**config.mk**
```make
export PLATFORM = sky130hd
export DESIGN_NAME = lsu_rdata_buf
export DESIGN_NICKNAME = d
export VERILOG_FILES = /design/src/rtl/lsu_rdata_buf.sv
export SDC_FILE = /design/constraint.sdc
export NUM_CORES = 1
export LEC_CHECK = 0
export ABC_AREA = 1
export BUFFER_PORTS_ARGS = -buffer_cell sky130_fd_sc_hd__buf_4
export CORE_MARGIN = 5
export CORE_UTILIZATION = 53
export CTS_BUF_LIST = sky130_fd_sc_hd__clkbuf_4
export DETAILED_ROUTE_END_ITERATION = 6
export PLACE_DENSITY = 0.84
export SYNTH_ARGS = -nofsm -noshare
export SYNTH_HDL_FRONTEND = slang
export SYNTH_SLANG_ARGS = --single-unit
export TNS_END_PERCENT = 20
```
**constraint.sdc**
```tcl
create_clock -name clk_i -period 5 [get_ports clk_i]
set_input_delay 0.75 -clock clk_i [delete_from_list [all_inputs] [get_ports clk_i]]
set_output_delay 0.75 -clock clk_i [all_outputs]
set_load 0.005 [all_outputs]
```
**src/rtl/lsu_rdata_buf.sv**
```systemverilog
// In-order load/store response buffer between the data-memory port and writeback.
// Requests allocate entries, responses fill the oldest unfilled one, the head is formatted and popped.
module lsu_rdata_buf #(
    parameter int unsigned Depth       = 2,
    parameter bit          FallThrough = 1'b0,
    localparam int unsigned PtrW       = $clog2(Depth),
    localparam int unsigned CntW       = $clog2(Depth + 1)
) (
    input  logic            clk_i,
    input  logic            rst_ni,
    input  logic            req_push_i,
    input  logic            req_we_i,
    input  logic [1:0]      req_type_i,
    input  logic            req_sign_ext_i,
    input  logic [1:0]      req_offset_i,
    output logic            req_ready_o,
    input  logic            data_rvalid_i,
    input  logic [31:0]     data_rdata_i,
    input  logic            data_err_i,
    output logic            lsu_rvalid_o,
    input  logic            lsu_rready_i,
    output logic [31:0]     lsu_rdata_o,
    output logic            lsu_err_o,
    output logic            lsu_we_o,
    output logic [CntW-1:0] outstanding_o,
    output logic            protocol_err_o
);

    localparam logic [CntW-1:0] DepthC = CntW'(Depth);

    logic            r_we     [Depth];
    logic [1:0]      r_type   [Depth];
    logic            r_sext   [Depth];
    logic [1:0]      r_off    [Depth];
    logic            r_filled [Depth];
    logic [31:0]     r_rdata  [Depth];
    logic            r_err    [Depth];

    logic [PtrW-1:0] r_allocPtr;
    logic [PtrW-1:0] r_fillPtr;
    logic [PtrW-1:0] r_headPtr;
    logic [CntW-1:0] r_count;
    logic [CntW-1:0] r_unfilled;
    logic            r_protErr;

    logic            w_full;
    logic            w_push;
    logic            w_fill;
    logic            w_fallThru;
    logic            w_valid;
    logic            w_pop;
    logic [31:0]     w_rawData;
    logic            w_rawErr;
    logic [7:0]      w_byte;
    logic [15:0]     w_half;
    logic            w_misaligned;
    logic [31:0]     w_fmtData;

    // Fullness comes from the count; pointers alone cannot distinguish full from empty.
    assign w_full   = (r_count == DepthC);
    assign w_push   = req_push_i && !w_full;
    assign w_fill   = data_rvalid_i && (r_unfilled != '0);
    assign w_fallThru = FallThrough && w_fill && (r_fillPtr == r_headPtr) && (r_count != '0);
    assign w_valid  = (r_filled[r_headPtr] && (r_count != '0)) || w_fallThru;
    assign w_pop    = w_valid && lsu_rready_i;

    assign w_rawData = w_fallThru ? data_rdata_i : r_rdata[r_headPtr];
    assign w_rawErr  = w_fallThru ? data_err_i   : r_err[r_headPtr];

    always_comb begin
        w_byte       = 8'h00;
        w_half       = 16'h0000;
        w_misaligned = 1'b0;
        w_fmtData    = 32'h0;
        case (r_off[r_headPtr])
            2'd0:    w_byte = w_rawData[7:0];
            2'd1:    w_byte = w_rawData[15:8];
            2'd2:    w_byte = w_rawData[23:16];
            default: w_byte = w_rawData[31:24];
        endcase
        case (r_off[r_headPtr])
            2'd0:    w_half = w_rawData[15:0];
            2'd1:    w_half = w_rawData[23:8];
            2'd2:    w_half = w_rawData[31:16];
            default: w_half = 16'h0000;
        endcase
        case (r_type[r_headPtr])
            2'b10: w_fmtData = {{24{r_sext[r_headPtr] & w_byte[7]}}, w_byte};
            2'b01: begin
                w_misaligned = (r_off[r_headPtr] == 2'd3);
                w_fmtData    = {{16{r_sext[r_headPtr] & w_half[15]}}, w_half};
            end
            default: begin
                w_misaligned = (r_off[r_headPtr] != 2'd0);
                w_fmtData    = w_rawData;
            end
        endcase
    end

    // Stores carry only the bus error; loads also flag misalignment and blank their data.
    always_comb begin
        lsu_rvalid_o = w_valid;
        lsu_rdata_o  = 32'h0;
        lsu_err_o    = 1'b0;
        lsu_we_o     = 1'b0;
        if (w_valid) begin
            lsu_we_o = r_we[r_headPtr];
            if (r_we[r_headPtr]) begin
                lsu_err_o = w_rawErr;
            end else begin
                lsu_err_o   = w_rawErr | w_misaligned;
                lsu_rdata_o = w_misaligned ? 32'h0 : w_fmtData;
            end
        end
    end

    assign req_ready_o    = !w_full;
    assign outstanding_o  = r_count;
    assign protocol_err_o = r_protErr;

    // The pop clear is written last so it wins when a fall-through fill and pop hit the same entry.
    always_ff @(posedge clk_i or negedge rst_ni) begin
        if (!rst_ni) begin
            for (int unsigned i = 0; i < Depth; i++) begin
                r_we[i]     <= 1'b0;
                r_type[i]   <= 2'b00;
                r_sext[i]   <= 1'b0;
                r_off[i]    <= 2'b00;
                r_filled[i] <= 1'b0;
                r_rdata[i]  <= 32'h0;
                r_err[i]    <= 1'b0;
            end
            r_allocPtr <= '0;
            r_fillPtr  <= '0;
            r_headPtr  <= '0;
            r_count    <= '0;
            r_unfilled <= '0;
            r_protErr  <= 1'b0;
        end else begin
            if (w_push) begin
                r_we[r_allocPtr]     <= req_we_i;
                r_type[r_allocPtr]   <= req_type_i;
                r_sext[r_allocPtr]   <= req_sign_ext_i;
                r_off[r_allocPtr]    <= req_offset_i;
                r_filled[r_allocPtr] <= 1'b0;
                r_allocPtr           <= r_allocPtr + 1'b1;
            end
            if (w_fill) begin
                r_rdata[r_fillPtr]  <= data_rdata_i;
                r_err[r_fillPtr]    <= data_err_i;
                r_filled[r_fillPtr] <= 1'b1;
                r_fillPtr           <= r_fillPtr + 1'b1;
            end else if (data_rvalid_i) begin
                r_protErr <= 1'b1;
            end
            if (w_pop) begin
                r_filled[r_headPtr] <= 1'b0;
                r_headPtr           <= r_headPtr + 1'b1;
            end
            case ({w_push, w_pop})
                2'b10:   r_count <= r_count + 1'b1;
                2'b01:   r_count <= r_count - 1'b1;
                default: r_count <= r_count;
            endcase
            case ({w_push, w_fill})
                2'b10:   r_unfilled <= r_unfilled + 1'b1;
                2'b01:   r_unfilled <= r_unfilled - 1'b1;
                default: r_unfilled <= r_unfilled;
            endcase
        end
    end

endmodule

```
==> metrics.md, run 1 <==
| Metric | Value |
|---|---|
| Max IR drop VDD | `0.000129 V` |
| DR iter-0 viols | `532` |
| Clock buffer depth | `2` |
| Mapped Avg Cell Area | `7.44 sq um` |
| Reg2Reg Depth | `11` |
| First-pass GRT wire length | `21.2 mm` |
| Worst Clk Skew | `0.0142 ns` |
| DRC violations left | `0` |
| Drt pass-1 iters | `5` |
| Total gr overflow | `0` |
| Post-synthesis sequential area ratio | `0.442` |
| Syn Std Cell Area | `4980 sq um` |
| Fmax | `222 MHz` |
| Most frequent cells in the layout | `nand2_1 (236), o21ai_0 (114), dfrtp_1 (88)` |
| Area Overhead vs Synth | `12.6%` |
| Syn nets | `718` |
| H-Tree Depth | `3` |
| Reg clk slew, reported paths | `0.14 ns` |
| Port Buffers | `82` |
| Initial Util | `0.542` |
| RSZ-0062 raised after global routing | `no` |
| Max cap viols | `0` |
| Vias in the first global route | `4342` |
| Pwr Total | `1.16 mW` |
| Via density | `5.55` |
| Status | `complete, no violations` |
| Layout cells sized above 1 | `0.173` |
| Area contributors post-synth | `dfrtp_1 (44%), nand2_1 (18%), o21ai_0 (11%)` |
| Vias post-DR | `4651` |
| Critical-path top delay cell | `ha_1` |
| Initial antenna violation count | `0` |
| Clock sink count | `88` |
| Avg WL per Cell | `15.3 um` |
| Post-CTS Setup Bufs | `0` |
| Largest stage delay, worst path | `0.54 ns` |
| Nets | `771` |
| Main synth FF type | `dfrtp_1` |
| Share of the synthesized area in the top cell type | `0.442` |
| Synth area leader | `dfrtp_1` |
| CTS tree | `done` |
| Antenna Cells | `0` |
| Worst-path fanout max | `43` |
| Sum of negative setup slack | `0 ns` |
| R2r endpoint | `outstanding_o[1]$_DFFE_PN0P_` |
| Filler cells | `843` |
| Io pins | `83` |
| Cells after Synth | `670` |
| Clock Latency Late Sink | `0.44 ns` |
| Slew @ Worst Pin | `1.11 ns` |
| Period utilization | `0.901` |
| CP required | `4.25 ns` |
| Slew Viols, Final | `0` |
| Async set-reset flop share out of synthesis | `1.00` |
| Startpoint type of the worst setup path | `flop` |
| Worst r2r src | `r_headPtr$_DFFE_PN0P_` |
| Core ar. | `9200 sq um` |
| Crit path capture | `lsu_rdata_o[18]` |
| YS warnings | `0` |
| Crit-path cells | `buf_4 -> o21ai_0 -> ha_1 -> inv_1 -> buf_4 -> o21ai_2 -> nor2_4 -> o21ai_0 -> a21oi_1 -> buf_4` |
| Library cells used by synthesis | `30` |
| Total global-route track usage | `0.230` |
| Hold WS | `0.476 ns` |
| Die footprint | `11400 sq um` |
| Dpl cell area | `5480 sq um` |
| Root Buffer | `clkbuf_4` |
| Final setup vio count | `0` |
| Most common cell on crit path | `buf_4` |
| DRT Wirelength | `12.8 mm` |
| Critical Path AT | `3.76 ns` |
| Final Cell Area | `5610 sq um` |
| Hold_buf cts | `0` |
| Die Span Y | `107 um` |
| Rows | `35` |
| Kind of critical path | `reg2out` |
| Post-synth EDFFs | `0` |
| Post-cts repair resize count | `0` |
| Family with the most delay on the worst path | `buffers and inverters` |
| Reg2reg setup slack | `2.71 ns` |
| Relative slew slack | `0.261` |
| DP HPWL | `8.92 mm` |
| Final Hold Vio Count | `0` |
| Commonest non-fill, non-tap cell in the layout | `nand2_1` |
| Yosys reg bits | `88` |
| Placer Congestion | `0.897` |
| Pin count of the biggest net entering global routing | `89` |
| WP buf/inv | `4` |
| Post-DRT Antenna Nets | `0` |
| Worst hold-check path type | `in2async` |
| Final worst path period need | `4.51 ns` |
| Setup crit end kind | `output port` |
| PwrDens | `207 nW/um^2` |
| P_leak | `2.98 nW` |
| Total CTS buffers | `9` |
| Die width | `107 um` |
| Worst Setup SP | `r_headPtr$_DFFE_PN0P_` |
| Levels on crit path | `10` |
per-layer routing:
layer  vias to the layer above  GRT usage  wire length (um)
li1                       2252          -                 -
met1                      2177      0.319              5440
met2                       195      0.361              6180
met3                        27     0.0403               915
met4                         0     0.0886               293
met5                         -          0                 0
flip-flops by register name, indices dropped and copies added (netlist names):
| register | count |
|---|---|
| r_unfilled | 2 |
| r_we | 2 |
| protocol_err_o | 1 |
| outstanding_o | 2 |
| r_headPtr | 1 |
| r_off | 4 |
| r_err | 2 |
| r_sext | 2 |
| r_fillPtr | 1 |
| r_rdata | 64 |
| r_type | 4 |
| r_filled | 2 |
| r_allocPtr | 1 |
Yosys cell counts (3+ instances only):
library cell	n
or2_2	3
nand2_1	236
ha_1	4
nand3_1	39
a21oi_1	40
buf_6	12
nand2_2	10
a31oi_1	7
o21ai_0	114
nand2_4	3
dfrtp_1	88
buf_2	17
nor2_1	5
clkbuf_1	14
o21ai_1	3
inv_1	55
xnor2_1	3
metrics by stage:
stage                     std cells  utilization  setup slack (ns)
after global placement          823        0.596              1.16
after floorplan                 670            -              1.88
after global routing            838        0.610             0.140
after detailed placement        823        0.596              1.05
final                           838        0.610             0.494
after CTS                       838        0.610             0.509
worst min-delay path by stage:
stage	depth (start not counted)	endpoint	slack (ns)
final	1	r_unfilled[0]$_DFFE_PN0P_	0.48
after floorplan	1	r_unfilled[1]$_DFFE_PN0P_	0.44
after CTS	1	r_unfilled[1]$_DFFE_PN0P_	0.48
after detailed placement	1	r_unfilled[1]$_DFFE_PN0P_	0.46
after global routing	1	protocol_err_o$_DFFE_PN0P_	0.51
after global placement	1	r_unfilled[1]$_DFFE_PN0P_	0.45
kinds of logic after synthesis:
family | synth area share
xor+xnor | 0.00879
flops | 0.442
mux | 0.00653
buf+inv | 0.101
simple gates | 0.258
fa+ha+maj | 0.0100
compound gates | 0.173
report_power, final:
group,internal [mW],switching (mW)
Clock,0.159,0.240
Sequential,0.712,0.00000000000000000907
Combinational,0.0231,0.0257
Total,0.894,0.265
worst register-to-register path, delay by kind of cell (launching register included):
kind                     cells  cell delay (ns)
AO/OA/AOI/OAI                2             0.22
AND/OR/NAND/NOR              4             0.40
adder cells (fa/ha/maj)      1             0.25
XOR/XNOR                     1             0.15
buffers and inverters        3             0.70
flip-flops                   1             0.47
cell type report:
cell class	instances	area, sq um	share of cell area
multi-input combinational	482	2280	0.406
sequential	88	2200	0.393
timing repair buffer	86	646	0.115
inverter	56	218	0.0388
tap	111	139	0.0248
clock buffer	11	82.6	0.0147
clock inverter	4	46.3	0.00825
Power figures use the tool's default switching activity.
==> run 2, diff against run 1 <==
- PLACE_DENSITY: 0.84 -> 0.87
- clock period: 5 -> 4 ns (I/O delays scaled with it)
==> metrics.md, run 2 (same netlist as run 1, synthesis figures left out) <==
| Metric | Value |
|---|---|
| Vias in the first global route | `4404` |
| Most common cell on crit path | `buf_4` |
| Total CTS buffers | `9` |
| Critical Path AT | `3.15 ns` |
| Layout cells sized above 1 | `0.181` |
| First-pass GRT wire length | `21.5 mm` |
| H-Tree Depth | `3` |
| Final WS setup | `0.248 ns` |
| Largest stage delay, worst path | `0.50 ns` |
| DRC violations left | `1` |
| Port Buffers | `82` |
| CTS tree | `done` |
| Status | `finished with violations` |
| Period utilization | `0.938` |
| Crit path capture | `lsu_rdata_o[25]` |
| Fmax | `267 MHz` |
| Worst Setup SP | `r_headPtr$_DFFE_PN0P_` |
| Area Overhead vs Synth | `13.7%` |
| Post-place setup slack | `0.564 ns` |
| Nets | `773` |
| Clock Latency Late Sink | `0.45 ns` |
| Final Cell Area | `5660 sq um` |
| Worst-path fanout max | `34` |
| Critical-path top delay cell | `dfrtp_2` |
| PwrDens | `270 nW/um^2` |
| Reg2Reg Depth | `12` |
| Crit-path cells | `inv_8 -> or2_2 -> o21ai_0 -> inv_1 -> ha_1 -> buf_4 -> inv_1 -> buf_4 -> nand3_1 -> nand2_2 -> a21oi_1 -> buf_4` |
| Family with the most delay on the worst path | `buffers and inverters` |
| Drt pass-1 iters | `7` |
| Placer Congestion | `0.893` |
| P_leak | `3.00 nW` |
| Filler cells | `819` |
| Worst Clk Skew | `0.0140 ns` |
| Worst r2r src | `r_headPtr$_DFFE_PN0P_` |
| Dpl cell area | `5490 sq um` |
| DP HPWL | `8.87 mm` |
| Max reg flops | `64` |
| Final worst path period need | `3.75 ns` |
| Initial Util | `0.542` |
| Die width | `107 um` |
| Clock buffer depth | `2` |
| Setup crit end kind | `output port` |
| Startpoint type of the worst setup path | `flop` |
| Failing checks | `design-rule violations` |
| Root Buffer | `clkbuf_4` |
| Most frequent cells in the layout | `nand2_1 (236), o21ai_0 (114), buf_4 (87), dfrtp_1 (87), inv_1 (55)` |
| CP required | `3.40 ns` |
| Total global-route track usage | `0.234` |
| Final Hold Vio Count | `0` |
| Antenna Cells | `0` |
| Max IR drop VDD | `0.000174 V` |
| Reg2reg setup slack | `1.70 ns` |
| Slew @ Worst Pin | `1.14 ns` |
| RSZ-0062 raised after global routing | `no` |
| DRT Wirelength | `13.1 mm` |
| Largest Register | `r_rdata` |
| Relative slew slack | `0.243` |
| Pin count of the biggest net entering global routing | `89` |
| Clock sink count | `88` |
| Slew Viols, Final | `0` |
| Sum of negative setup slack | `0 ns` |
| Worst hold-check path type | `in2async` |
| Core ar. | `9200 sq um` |
| Reg clk slew, reported paths | `0.14 ns` |
| Via density | `5.60` |
| Initial antenna violation count | `0` |
| Commonest non-fill, non-tap cell in the layout | `nand2_1` |
| Max cap viols | `0` |
| Levels on crit path | `12` |
| DR iter-0 viols | `534` |
| Top flop regs | `r_rdata: 64 flops, r_off: 4 flops, r_type: 4 flops` |
| Die footprint | `11400 sq um` |
| Rows | `35` |
| Die Span Y | `107 um` |
| Total gr overflow | `0` |
| Vias post-DR | `4713` |
| Kind of critical path | `reg2out` |
| R2r endpoint | `outstanding_o[1]$_DFFE_PN0P_` |
| Io pins | `83` |
| Final setup vio count | `0` |
| WP buf/inv | `6` |
| Post-DRT Antenna Nets | `0` |
| Avg WL per Cell | `15.6 um` |
==> run 2: how the worst min path moves through the flow <==
stage	depth (start not counted)	slack [ns]	to	startpoint
2_1_floorplan	0	0.30	outstanding_o[0]$_DFFE_PN0P_	rst_ni
3_3_place_gp	1	0.46	r_unfilled[1]$_DFFE_PN0P_	r_unfilled[1]$_DFFE_PN0P_
3_5_place_dp	1	0.46	protocol_err_o$_DFFE_PN0P_	protocol_err_o$_DFFE_PN0P_
4_1_cts	1	0.38	r_unfilled[1]$_DFFE_PN0P_	rst_ni
5_1_grt	3	0.39	r_type[0]$_DFFE_PN0P_	req_type_i[0]
6_report	1	0.35	r_unfilled[1]$_DFFE_PN0P_	rst_ni
==> run 2: where the power goes <==
group	leakage, nW	total [mW]	switching (mW)	internal [mW]
clock	0.0871	0.579	0.311	0.268
combinational	1.70	0.0606	0.0317	0.0289
sequential	1.21	0.890	0.0000000000000000129	0.890
total	3.00	1.53	0.343	1.19
==> run 2: stage by stage <==
stage | cells | utilization | total power, mW | hold WS [ns]
2_1_floorplan | 670 | - | 0.916 | 0.304
5_1_grt | 841 | 0.616 | 1.58 | 0.393
3_5_place_dp | 824 | 0.597 | 0.969 | 0.463
4_1_cts | 840 | 0.615 | 1.54 | 0.376
3_3_place_gp | 824 | 0.597 | 0.967 | 0.457
6_report | 841 | 0.616 | 1.53 | 0.351
==> run 2: per-layer routing <==
layer | vias up | wire [um] | global-route usage
li1 | 2261 | - | -
met1 | 2218 | 5490 | 0.329
met2 | 203 | 6200 | 0.358
met3 | 31 | 1060 | 0.0379
met4 | 0 | 387 | 0.105
met5 | - | 0 | 0
==> run 2: timing repair <==
action                                  CTS  global route
hold endpoints to repair                  0             0
gates resized for setup                   0             2
setup buffers                             0             0
hold buffers                              0             0
endpoints found under the setup margin    0            32
==> run 2: cell type report <==
type                       count  area (sq um)  area share
clock inverter                 5          81.3      0.0144
timing repair buffer          87           653       0.115
sequential                    88          2200       0.389
multi-input combinational    483          2290       0.404
inverter                      56           218      0.0384
tap                          111           139      0.0245
clock buffer                  11          82.6      0.0146
==> run 3, diff against run 2 <==
- BUFFER_PORTS_ARGS: -buffer_cell sky130_fd_sc_hd__buf_4 -> unset
- DONT_BUFFER_PORTS: unset -> 1
- PLACE_DENSITY: 0.87 -> 0.79
==> metrics.md, run 3 (same netlist as run 1, synthesis figures left out) <==
| Metric | Value |
|---|---|
| Status | `finished with violations` |
| Failing checks | `design-rule violations` |
| Die Span Y | `107 um` |
| Via density | `5.83` |
| Port Buffers | `0` |
| Max IR drop VDD | `0.000164 V` |
| Slew Viols, Final | `0` |
| Worst-path fanout max | `42` |
| Post-DRT Antenna Nets | `0` |
| Avg WL per Cell | `17.5 um` |
| Power share of the clock group | `0.406` |
| Worst r2r src | `r_headPtr$_DFFE_PN0P_` |
| First-pass GRT wire length | `21.2 mm` |
| Slew @ Worst Pin | `1.11 ns` |
| DP HPWL | `9.02 mm` |
| Sum of negative setup slack | `0 ns` |
| Antenna Cells | `0` |
| Vias post-DR | `4427` |
| Total global-route track usage | `0.234` |
| Reg clk slew, reported paths | `0.14 ns` |
| H-Tree Depth | `3` |
| CP required | `3.40 ns` |
| DRC violations left | `1` |
| DR iter-0 viols | `489` |
| Met2 GRT Util | `0.377` |
| Levels on crit path | `11` |
| Largest stage delay, worst path | `0.51 ns` |
| Sequential Power Share | `0.573` |
| Met1 Resource Use GR | `0.311` |
| Clock sink count | `88` |
| Core ar. | `9200 sq um` |
| Relative slew slack | `0.258` |
| Drt pass-1 iters | `7` |
| Commonest non-fill, non-tap cell in the layout | `nand2_1` |
| Total gr overflow | `0` |
| Area Overhead vs Synth | `2.13%` |
| Startpoint type of the worst setup path | `flop` |
| Die width | `107 um` |
| Final Hold Vio Count | `0` |
| Most frequent cells in the layout | `nand2_1 (235), o21ai_0 (114), dfrtp_1 (88)` |
| DRT Wirelength | `13.3 mm` |
| Worst hold-check path type | `in2async` |
| Kind of critical path | `reg2out` |
| Pin count of the biggest net entering global routing | `89` |
| Max cap viols | `0` |
| Top flop regs | `r_rdata: 64 flops, r_off: 4 flops, r_type: 4 flops` |
| Reg2Reg Depth | `12` |
| Filler cells | `904` |
| PwrDens | `305 nW/um^2` |
| Vias in the first global route | `4173` |
| Dpl cell area | `4870 sq um` |
| RSZ-0062 raised after global routing | `no` |
| Rows | `35` |
| Grt peak-use layer | `met2` |
| Initial antenna violation count | `0` |
| Worst Setup SP | `r_headPtr$_DFFE_PN0P_` |
| Psw | `335 uW` |
| Initial Util | `0.542` |
| Critical Path AT | `3.17 ns` |
| Largest Register | `r_rdata` |
| Total CTS buffers | `9` |
| Gate power share | `0.021` |
| GRT met3 Usage | `0.0638` |
| Worst Clk Skew | `0.0174 ns` |
| Fmax | `266 MHz` |
| Crit-path cells | `inv_8 -> or2_2 -> o21ai_0 -> inv_1 -> ha_1 -> buf_4 -> inv_1 -> o21ai_2 -> nor2_2 -> o21ai_0 -> a21oi_2` |
| Nets | `692` |
| Die footprint | `11400 sq um` |
| Root Buffer | `clkbuf_4` |
| CTS tree | `done` |
| Io pins | `83` |
| Final design utilization | `0.553` |
| Layout cells sized above 1 | `0.0772` |
| Final worst path period need | `3.77 ns` |
| Family with the most delay on the worst path | `simple AND/OR/NAND/NOR gates` |
| Final Cell Area | `5090 sq um` |
| Clock Latency Late Sink | `0.44 ns` |
| Setup crit end kind | `output port` |
| WP buf/inv | `4` |
| Period utilization | `0.941` |
| Switching part of the total | `0.216` |
| Critical-path top delay cell | `nor2_2` |
| Hold WS | `0.0414 ns` |
| Int Pwr | `1.22 mW` |
| Placer Congestion | `0.887` |
| Clock buffer depth | `2` |
| Final setup vio count | `0` |
| P_leak | `2.61 nW` |
| Max reg flops | `64` |
## run 3: final cells by class
type / instances / area, sq um / share of cell area
flip-flops and latches: 88 / 2200 / 0.433
well taps: 111 / 139 / 0.0273
repair buffers: 6 / 65.1 / 0.0128
clock buffers: 10 / 75.1 / 0.0147
clock inverters: 5 / 106 / 0.0209
inverters: 56 / 218 / 0.0428
multi-input cells: 483 / 2280 / 0.449
## run 3: path summary, 6_finish.rpt
check / end / slack, ns
setup / recovery: lsu_rdata_o[22] / 0.23
min in group clk_i: protocol_err_o$_DFFE_PN0P_ / 0.28
hold / removal: r_rdata[34]$_DFFE_PN0P_ / 0.04
setup reg to reg: outstanding_o[1]$_DFFE_PN0P_ / 1.47
max in group asynchronous: r_rdata[29]$_DFFE_PN0P_ / 3.60
hold reg to reg: r_unfilled[1]$_DFFE_PN0P_ / 0.49
## run 3: through the flow
stage          total power, mW  instances  setup WS, ns
6_report                  1.55        759         0.235
5_1_grt                   1.60        759        0.0372
4_1_cts                   1.56        758         0.228
3_5_place_dp             0.920        742         0.736
3_3_place_gp             0.920        742         0.819
2_1_floorplan            0.916        670          1.03
## run 3: power groups by stage
stage | Clock (mW) | Combinational, mW | Sequential (mW)
floorplan | 0 | 0.00917 | 0.907
CTS | 0.639 | 0.0341 | 0.890
finish | 0.630 | 0.0330 | 0.890
detailed placement | 0 | 0.0135 | 0.907
global placement | 0 | 0.0130 | 0.907
global route | 0.674 | 0.0396 | 0.890
## run 3: what timing repair did
action,in CTS,in global routing
endpoints found under the hold margin,88,0
endpoints found under the setup margin,0,2
hold buffers,1,0
gates resized for setup,0,0
setup buffers,0,0
## run 3: per-layer routing
layer | share of wire | wire length, um
met3 | 0.078 | 1040
met2 | 0.48 | 6370
met5 | 0 | 0
met1 | 0.43 | 5710
met4 | 0.015 | 204
